===== config.mk =====
export PLATFORM = sky130hd
export DESIGN_NAME = cross_acc_seq_ctrl
export DESIGN_NICKNAME = d
export VERILOG_FILES = /design/src/rtl/cross_acc_pkg.sv /design/src/rtl/cross_acc_dp.sv /design/src/rtl/cross_acc_seq_ctrl.sv
export SDC_FILE = /design/constraint.sdc
export NUM_CORES = 1
export LEC_CHECK = 0
export BUFFER_PORTS_ARGS = -buffer_cell sky130_fd_sc_hd__buf_4
export CORE_ASPECT_RATIO = 1.2
export CORE_UTILIZATION = 35
export CTS_CLUSTER_DIAMETER = 120
export DETAILED_ROUTE_END_ITERATION = 10
export PLACE_DENSITY = 0.58
export SYNTH_ARGS = -nofsm -noshare
export SYNTH_HDL_FRONTEND = slang
export SYNTH_SLANG_ARGS = --single-unit

===== constraint.sdc =====
create_clock -name clk -period 4.3 [get_ports clk]
set_input_delay 0.43 -clock clk [delete_from_list [all_inputs] [get_ports clk]]
set_output_delay 0.43 -clock clk [all_outputs]
set_load 0.01 [all_outputs]

===== src/rtl/cross_acc_pkg.sv =====
// Shared types and default widths for the cross-coupled accumulator sequencer.
package cross_acc_pkg;

    localparam int DEF_DW    = 32;
    localparam int DEF_AW    = 40;
    localparam int DEF_LEN_W = 8;

    typedef enum logic [1:0] {
        ST_IDLE = 2'd0,
        ST_RUN  = 2'd1,
        ST_DONE = 2'd2
    } seq_state_t;

endpackage


===== src/rtl/cross_acc_dp.sv =====
// Cross-coupled accumulator pair with clear/enable and the combinational result adder.
module cross_acc_dp
    import cross_acc_pkg::*;
#(
    parameter int DW = DEF_DW,
    parameter int AW = DEF_AW
) (
    input  logic          clk,
    input  logic          rst,
    input  logic          i_clr,
    input  logic          i_en,
    input  logic [DW-1:0] i_in1,
    input  logic [DW-1:0] i_in2,
    output logic [AW-1:0] o_sum
);

    logic [AW-1:0] r_acc_0;
    logic [AW-1:0] r_acc_1;
    logic [AW-1:0] w_in1_ext;
    logic [AW-1:0] w_in2_ext;

    assign w_in1_ext = {{(AW-DW){1'b0}}, i_in1};
    assign w_in2_ext = {{(AW-DW){1'b0}}, i_in2};
    assign o_sum     = r_acc_0 + r_acc_1;

    // Both updates use the pre-edge value of the opposite accumulator.
    always_ff @(posedge clk or negedge rst) begin
        if (!rst) begin
            r_acc_0 <= '0;
            r_acc_1 <= '0;
        end else if (i_clr) begin
            r_acc_0 <= '0;
            r_acc_1 <= '0;
        end else if (i_en) begin
            r_acc_0 <= w_in1_ext + r_acc_1;
            r_acc_1 <= w_in2_ext + r_acc_0;
        end
    end

endmodule


===== src/rtl/cross_acc_seq_ctrl.sv =====
// Burst sequencer: captures a length, consumes N sample pairs, then presents the sum.
//   state | meaning
//   IDLE  | waiting for start; no handshakes active
//   RUN   | accepting sample pairs until N beats are consumed
//   DONE  | result valid, held until the consumer accepts
module cross_acc_seq_ctrl
    import cross_acc_pkg::*;
#(
    parameter int DW    = DEF_DW,
    parameter int AW    = DEF_AW,
    parameter int LEN_W = DEF_LEN_W
) (
    input  logic             clk,
    input  logic             rst,
    input  logic             start,
    input  logic [LEN_W-1:0] len,
    input  logic             abort,
    output logic             busy,
    input  logic             in_valid,
    output logic             in_ready,
    input  logic [DW-1:0]    in1,
    input  logic [DW-1:0]    in2,
    output logic             out_valid,
    input  logic             out_ready,
    output logic [AW-1:0]    out_sum
);

    seq_state_t       r_state;
    logic [LEN_W-1:0] r_len;
    logic [LEN_W-1:0] r_cnt;
    logic             w_beat;
    logic             w_last;
    logic             w_clr;
    logic             w_en;

    assign in_ready  = (r_state == ST_RUN);
    assign out_valid = (r_state == ST_DONE);
    assign busy      = (r_state == ST_RUN) || (r_state == ST_DONE);

    assign w_beat = in_valid & in_ready;
    assign w_last = (r_cnt == r_len - 1'b1);
    assign w_clr  = abort | ((r_state == ST_IDLE) & start);
    assign w_en   = w_beat & ~abort;

    always_ff @(posedge clk or negedge rst) begin
        if (!rst) begin
            r_state <= ST_IDLE;
            r_len   <= '0;
            r_cnt   <= '0;
        end else if (abort) begin
            r_state <= ST_IDLE;
            r_cnt   <= '0;
        end else begin
            case (r_state)
                ST_IDLE: begin
                    if (start) begin
                        r_len   <= len;
                        r_cnt   <= '0;
                        r_state <= (len == '0) ? ST_DONE : ST_RUN;
                    end
                end
                ST_RUN: begin
                    if (w_beat) begin
                        r_cnt <= r_cnt + 1'b1;
                        if (w_last) begin
                            r_state <= ST_DONE;
                        end
                    end
                end
                ST_DONE: begin
                    if (out_ready) begin
                        r_state <= ST_IDLE;
                    end
                end
                default: r_state <= ST_IDLE;
            endcase
        end
    end

    cross_acc_dp #(
        .DW (DW),
        .AW (AW)
    ) u_dp (
        .clk   (clk),
        .rst   (rst),
        .i_clr (w_clr),
        .i_en  (w_en),
        .i_in1 (in1),
        .i_in2 (in2),
        .o_sum (out_sum)
    );

endmodule


==> impl_metrics.py, run 1 <==
metrics = {
    "drt": {
        "post_drt_wl_per_cell_um": 17.1,
        "ant_nets": 0,
        "vias": 9377,
        "drc": 0,
        "avgViaCountPerCell": 5.47,
        "routed_wl_um": 29200,
        "drt_iter0_drc": 518,
        "dr.pass1.iters": 5,
    },
    "cts": {
        "cts-root-buf": "clkbuf_16",
        "clk_latency_ps": 370,
        "cts_sinks": 98,
        "cts.htree.levels": 3,
        "cts_tree": "built",
        "path_clk_slew_ps": 70,
        "cts_buffer_depth": 2,
        "numCtsBuffers": 9,
    },
    "synth": {
        "synth_area_per_cell_um2": 8.05,
        "synthFlopType": "dfrtp_1",
        "async_flop_share_pct": 100,
        "synth_compound_area_share_pct": 28.1,
        "synth_edf_count": 0,
        "synth_mux_area_share_pct": 1.73,
        "ys_seq_area_share_pct": 24.8,
        "ys_types": 72,
        "synth_top_family_by_area": "compound AO/OA/AOI/OAI gates",
        "synth_xor_area_share_pct": 9.90,
        "ys_ff_latch": 98,
        "yosys_warnings": 0,
        "synth_cells": 1230,
        "syn_area_mm2": 0.00990,
        "synth_simple_gate_area_share_pct": 18.3,
        "yosys.area_share.adder_pct": 14.2,
        "syn-num-nets": 1419,
    },
    "layout": {
        "layout-drive-gt1-share_pct": 13.3,
        "num_antenna_cells": 0,
        "finish.utilization_pct": 41.2,
        "syn2layout_area_growth_pct": 16.2,
        "fin_nets": 1520,
    },
    "global_route": {
        "use_met3_pct": 1.99,
        "grtUsageTotal_pct": 20.6,
        "grt_pass1_vias": 9011,
        "grt_pass1_wl_um": 47200,
        "met1_usage_pct": 27.3,
        "met2_usage_pct": 35.6,
        "grt-ovfl-total": 0,
        "grt_busiest_layer": "met2",
        "grt_antenna_before_repair": 0,
        "grt_max_degree": 62,
    },
    "timing": {
        "setup_viol_count_final": 0,
        "skew_ps": 10.5,
        "tns_ps": 0,
        "tightest_slew_ps": 844,
        "max_freq_mhz": 246,
        "timing.final.crit_period_ps": 4070,
        "rsz0062_at_grt": "false",
        "relSlewSlack_pct": 43.8,
        "hold_viol": 0,
        "finalCritPeriodShare_pct": 94.6,
        "whs_ps": 146,
        "slew_violations": 0,
    },
    "floorplanning": {
        "ios": 121,
        "design.core.area_mm2": 0.0279,
        "die_area_mm2": 0.0290,
        "die_h_um": 186,
        "fp.dieW_um": 156,
        "num_rows": 67,
        "start_util_pct": 35.5,
    },
    "worst_setup_path": {
        "critical_path_class": "reg2out",
        "slowest_stage": "or4b_1",
        "arrival_ps": 3640,
        "worstSetupEndpointType": "output pin",
        "path_cells": "ha_1 -> a211oi_2 -> o21ai_1 -> a31oi_2 -> o21ai_2 -> a21o_1 -> a31o_1 -> a221o_1 -> or4b_1 -> and4_1 -> buf_4",
        "crit_fanout": 5,
        "required_ps": 3870,
        "slowest_delay_ps": 470,
        "critPathTopFamily": "compound AO/OA/AOI/OAI gates",
        "cp_num_buf_inv": 1,
        "cp-start-kind": "flip-flop",
    },
    "power_and_ir_drop": {
        "ir_drop_v": 0.000264,
        "p_leak_nw": 5.65,
        "power_density_mw_per_mm2": 303,
    },
    "worst_hold_path": {
        "worstHoldPathType": "in2async",
    },
    "flow_run": {
        "max_cap_viol_count": 0,
    },
    "run_status": {
        "outcome": "complete, no violations",
    },
    "placed_design": {
        "portBuffers": 120,
        "hpwl_um": 23300,
        "place_congestion": 0.912,
    },
}
## state kept, by name (all words and copies together), names as in the netlist
register / flops
u_dp.r_acc_0: 40
u_dp.r_acc_1: 40
r_cnt: 8
r_state: 2
r_len: 8
## kinds of logic (layout without fill, tap and decap cells)
| family | after synthesis | count (layout) |
|---|---|---|
| multiplexers | 16 | 16 |
| buffers and inverters | 78 | 183 |
| XOR/XNOR | 112 | 112 |
| AND/OR/NAND/NOR | 384 | 384 |
| AO/OA/AOI/OAI | 431 | 431 |
| adder cells (fa/ha/maj) | 111 | 111 |
| flip-flops | 98 | 98 |
## stage by stage
step / area (um2) / total power, mW / setup slack [ps] / instances
after floorplan: 9900 / 2.20 / 971 / 1230
after global placement: 11200 / 2.70 / 248 / 1699
after detailed placement: 11200 / 2.71 / 201 / 1699
after CTS: 11500 / 3.52 / 73.4 / 1714
after global routing: 11500 / 3.74 / 39.1 / 1714
final: 11500 / 3.49 / 232 / 1714
## layout make-up
type,count,area (um2)
multi-input cells,1054,7200
clock inverters,3,15.0
repair buffers,130,976
inverters,38,143
fillers,2882,16400
well taps,379,474
clock buffers,12,256
flip-flops and latches,98,2450
## what timing repair did
action                     in CTS  in global routing
hold buffers                    0                  0
setup endpoints to repair       4                  4
pin swaps                       1                  0
buffers inserted                0                  0
gates resized for setup         4                  2
## cells in the mapped netlist (8+ instances only)
cell	count	share of area, %
a211oi_1	8	0.61
a21o_1	55	4.2
a21oi_1	109	5.5
a31oi_1	16	1.0
and2_1	8	0.51
and3_1	26	1.6
clkbuf_1	38	1.4
dfrtp_1	98	25
ha_1	108	14
inv_1	38	1.4
mux2_2	9	1.0
nand2_1	156	5.9
nand2b_1	14	0.88
nand3_1	48	2.4
nand4_1	13	0.82
nor2_1	61	2.3
nor3_1	18	0.91
o211ai_1	11	0.83
o21ai_0	117	5.9
o21bai_1	24	1.8
o31ai_1	11	0.83
xnor2_1	64	5.7
xor2_1	48	4.2
## cell usage in the layout (no fill, tap or decap), types with 26 or more instances in the layout
cell     count
nand2_1    156
buf_4      130
o21ai_0    115
a21oi_1    108
ha_1       108
dfrtp_1     98
xnor2_1     64
nor2_1      61
a21o_1      55
xor2_1      48
nand3_1     47
inv_1       38
and3_1      26
## final timing paths
| check | depth (start not counted) | from | slack [ps] | to |
|---|---|---|---|---|
| worst max-delay path | 11 | u_dp.r_acc_1[1] | 230 | out_sum[33] |
| worst min-delay path | 1 | rst | 150 | u_dp.r_acc_1[35] |
| worst max register to register | 12 | u_dp.r_acc_0[0] | 710 | u_dp.r_acc_1[38] |
| worst min register to register | 1 | r_state[0] | 520 | r_state[0] |
| max in group asynchronous | 2 | rst | 3110 | u_dp.r_acc_1[8] |
| min in group clk | 2 | len[6] | 310 | r_len[6] |
## layer usage
layer  routed length, um  vias up
li1                    -     4742
met4                 463        0
met2               14100      197
met5                   0        -
met1               13700     4410
met3                 980       28
## power by group
part	leakage [nW]	switching [mW]	internal (mW)	total, mW
clock network	0.138	0.372	0.419	0.791
registers	1.34	0.115	1.03	1.15
logic	4.17	0.888	0.663	1.55
total	5.65	1.37	2.11	3.49
No activity file was read; power rests on OpenSTA's default activity.
==> inputs of run 2 (changes only) <==
--- a/config.mk
+++ b/config.mk
@@ -5,12 +5,12 @@
 export SDC_FILE = /design/constraint.sdc
 export NUM_CORES = 1
 export LEC_CHECK = 0
-export BUFFER_PORTS_ARGS = -buffer_cell sky130_fd_sc_hd__buf_4
+export BUFFER_PORTS_ARGS = -buffer_cell sky130_fd_sc_hd__buf_2
 export CORE_ASPECT_RATIO = 1.2
-export CORE_UTILIZATION = 35
+export CORE_UTILIZATION = 50
 export CTS_CLUSTER_DIAMETER = 120
 export DETAILED_ROUTE_END_ITERATION = 10
-export PLACE_DENSITY = 0.58
+export PLACE_DENSITY = 0.75
 export SYNTH_ARGS = -nofsm -noshare
 export SYNTH_HDL_FRONTEND = slang
 export SYNTH_SLANG_ARGS = --single-unit
==> impl_metrics.py, run 2 (same netlist as run 1, synthesis figures left out) <==
metrics = {
    "worst_setup_path": {
        "r2r_slack_ps": 760,
        "critical_path_class": "reg2out",
        "worstSetupEndpointType": "output pin",
        "cp-start-kind": "flip-flop",
        "required_ps": 3870,
        "arrival_ps": 3720,
        "crit_fanout": 4,
    },
    "drt": {
        "drc": 0,
        "wl_met1_um": 12200,
        "routed_wl_um": 26900,
        "avgViaCountPerCell": 5.99,
        "drt_iter0_drc": 523,
        "route.met2.wl_um": 12800,
        "top_layer": "met4",
        "wl_met3_um": 1350,
        "dr.pass1.iters": 5,
        "ant_nets": 0,
        "post_drt_wl_per_cell_um": 16.9,
        "vias": 9552,
    },
    "layout": {
        "num_antenna_cells": 0,
        "syn2layout_area_growth_pct": 11.8,
        "reg_top3": "u_dp.r_acc_0 x40, u_dp.r_acc_1 x40",
        "fin_cells": 1594,
        "finish.utilization_pct": 56.8,
        "layout-drive-gt1-share_pct": 13.1,
        "fin_nets": 1517,
        "layout_common_cells": "nand2_1, buf_2, o21ai_0, a21oi_1, ha_1",
        "mostFrequentLayoutCell": "nand2_1",
    },
    "floorplanning": {
        "die_area_mm2": 0.0204,
        "die_h_um": 156,
        "fp.dieW_um": 130,
        "start_util_pct": 50.8,
        "design.core.area_mm2": 0.0195,
        "num_rows": 56,
        "ios": 121,
    },
    "global_route": {
        "grt_max_degree": 74,
        "grt_antenna_before_repair": 0,
        "grt_pass1_wl_um": 43600,
        "grt_pass1_vias": 8982,
        "grtUsageTotal_pct": 27.1,
        "grt-ovfl-total": 0,
    },
    "placed_design": {
        "place_inst": 1578,
        "place_congestion": 0.907,
        "portBuffers": 120,
        "hpwl_um": 21100,
    },
    "timing": {
        "tightest_slew_ps": 934,
        "slew_violations": 0,
        "tns_ps": 0,
        "relSlewSlack_pct": 37.7,
        "finalCritPeriodShare_pct": 96.5,
        "timing.final.crit_period_ps": 4150,
        "skew_ps": 9.77,
        "max_freq_mhz": 241,
        "hold_viol": 0,
        "setup_viol_count_final": 0,
        "rsz0062_at_grt": "false",
        "whs_ps": 189,
    },
    "cts": {
        "cts-root-buf": "clkbuf_16",
        "post_cts_buffers": 0,
        "numCtsBuffers": 9,
        "cts.htree.levels": 3,
        "cts_sinks": 98,
        "path_clk_slew_ps": 70,
        "cts_buffer_depth": 2,
        "clk_latency_ps": 360,
        "cts_tree": "built",
        "postCtsHoldBufs": 0,
    },
    "power_and_ir_drop": {
        "ir_drop_v": 0.000311,
        "power_mw": 3.46,
        "p_leak_nw": 5.58,
        "power_density_mw_per_mm2": 312,
    },
    "worst_hold_path": {
        "worstHoldPathType": "in2async",
    },
    "run_status": {
        "outcome": "complete, no violations",
    },
    "flow_run": {
        "max_cap_viol_count": 0,
    },
}
==> run 2: cell type report <==
type	count	area, um2
fill	1878	8410
multi-input combinational	1054	7200
sequential	98	2450
timing repair buffer	127	656
tap	261	327
clock buffer	12	246
inverter	38	143
clock inverter	4	51.3
==> run 2: report_power, final <==
| group | total [mW] | leakage [nW] | internal (mW) | switching (mW) |
|---|---|---|---|---|
| Sequential | 1.15 | 1.34 | 1.03 | 0.116 |
| Combinational | 1.48 | 4.09 | 0.599 | 0.881 |
| Clock | 0.830 | 0.143 | 0.468 | 0.362 |
==> run 2: through the flow <==
| stage | setup WS (ps) | instance area [um2] |
|---|---|---|
| 2_1_floorplan | 971 | 9900 |
| 4_1_cts | 82.8 | 11100 |
| 3_3_place_gp | 359 | 10800 |
| 5_1_grt | 34.5 | 11100 |
| 3_5_place_dp | 313 | 10800 |
| 6_report | 148 | 11100 |
==> run 2: final timing paths <==
kind | cells past startpoint | endpoint | from
worst max-delay path | 14 | out_sum[36] | u_dp.r_acc_1[0]
worst min-delay path | 1 | u_dp.r_acc_1[39] | rst
worst max register to register | 11 | u_dp.r_acc_1[24] | u_dp.r_acc_0[0]
worst min register to register | 2 | u_dp.r_acc_0[18] | u_dp.r_acc_0[18]
max in group asynchronous | 2 | u_dp.r_acc_1[1] | rst
min in group clk | 2 | r_len[5] | len[5]
==> run 2: timing repair <==
| item | 4_1_cts | 5_1_grt |
|---|---|---|
| cloned | 0 | 0 |
| resized for setup | 2 | 3 |
| endpoints found under the setup margin | 2 | 4 |
| pin swaps | 0 | 1 |
==> run 2: routing by layer <==
| metal | vias up | GRT usage (%) |
|---|---|---|
| li1 | 4723 | - |
| met1 | 4477 | 36.2 |
| met2 | 310 | 45.6 |
| met3 | 42 | 2.81 |
| met4 | 0 | 8.54 |
| met5 | - | 0 |
==> run 2: worst max-delay path, stage by stage, from the launching register on <==
cell      delay (ps)
dfrtp_1          400
ha_1             260
fa_1             440
a211oi_1         250
nor2_1           110
o41a_1           380
o311ai_0         310
buf_4            200
o21ai_1          130
a21oi_1          160
buf_4            170
o311ai_0         130
o211ai_1         140
xnor2_1          140
buf_2            140
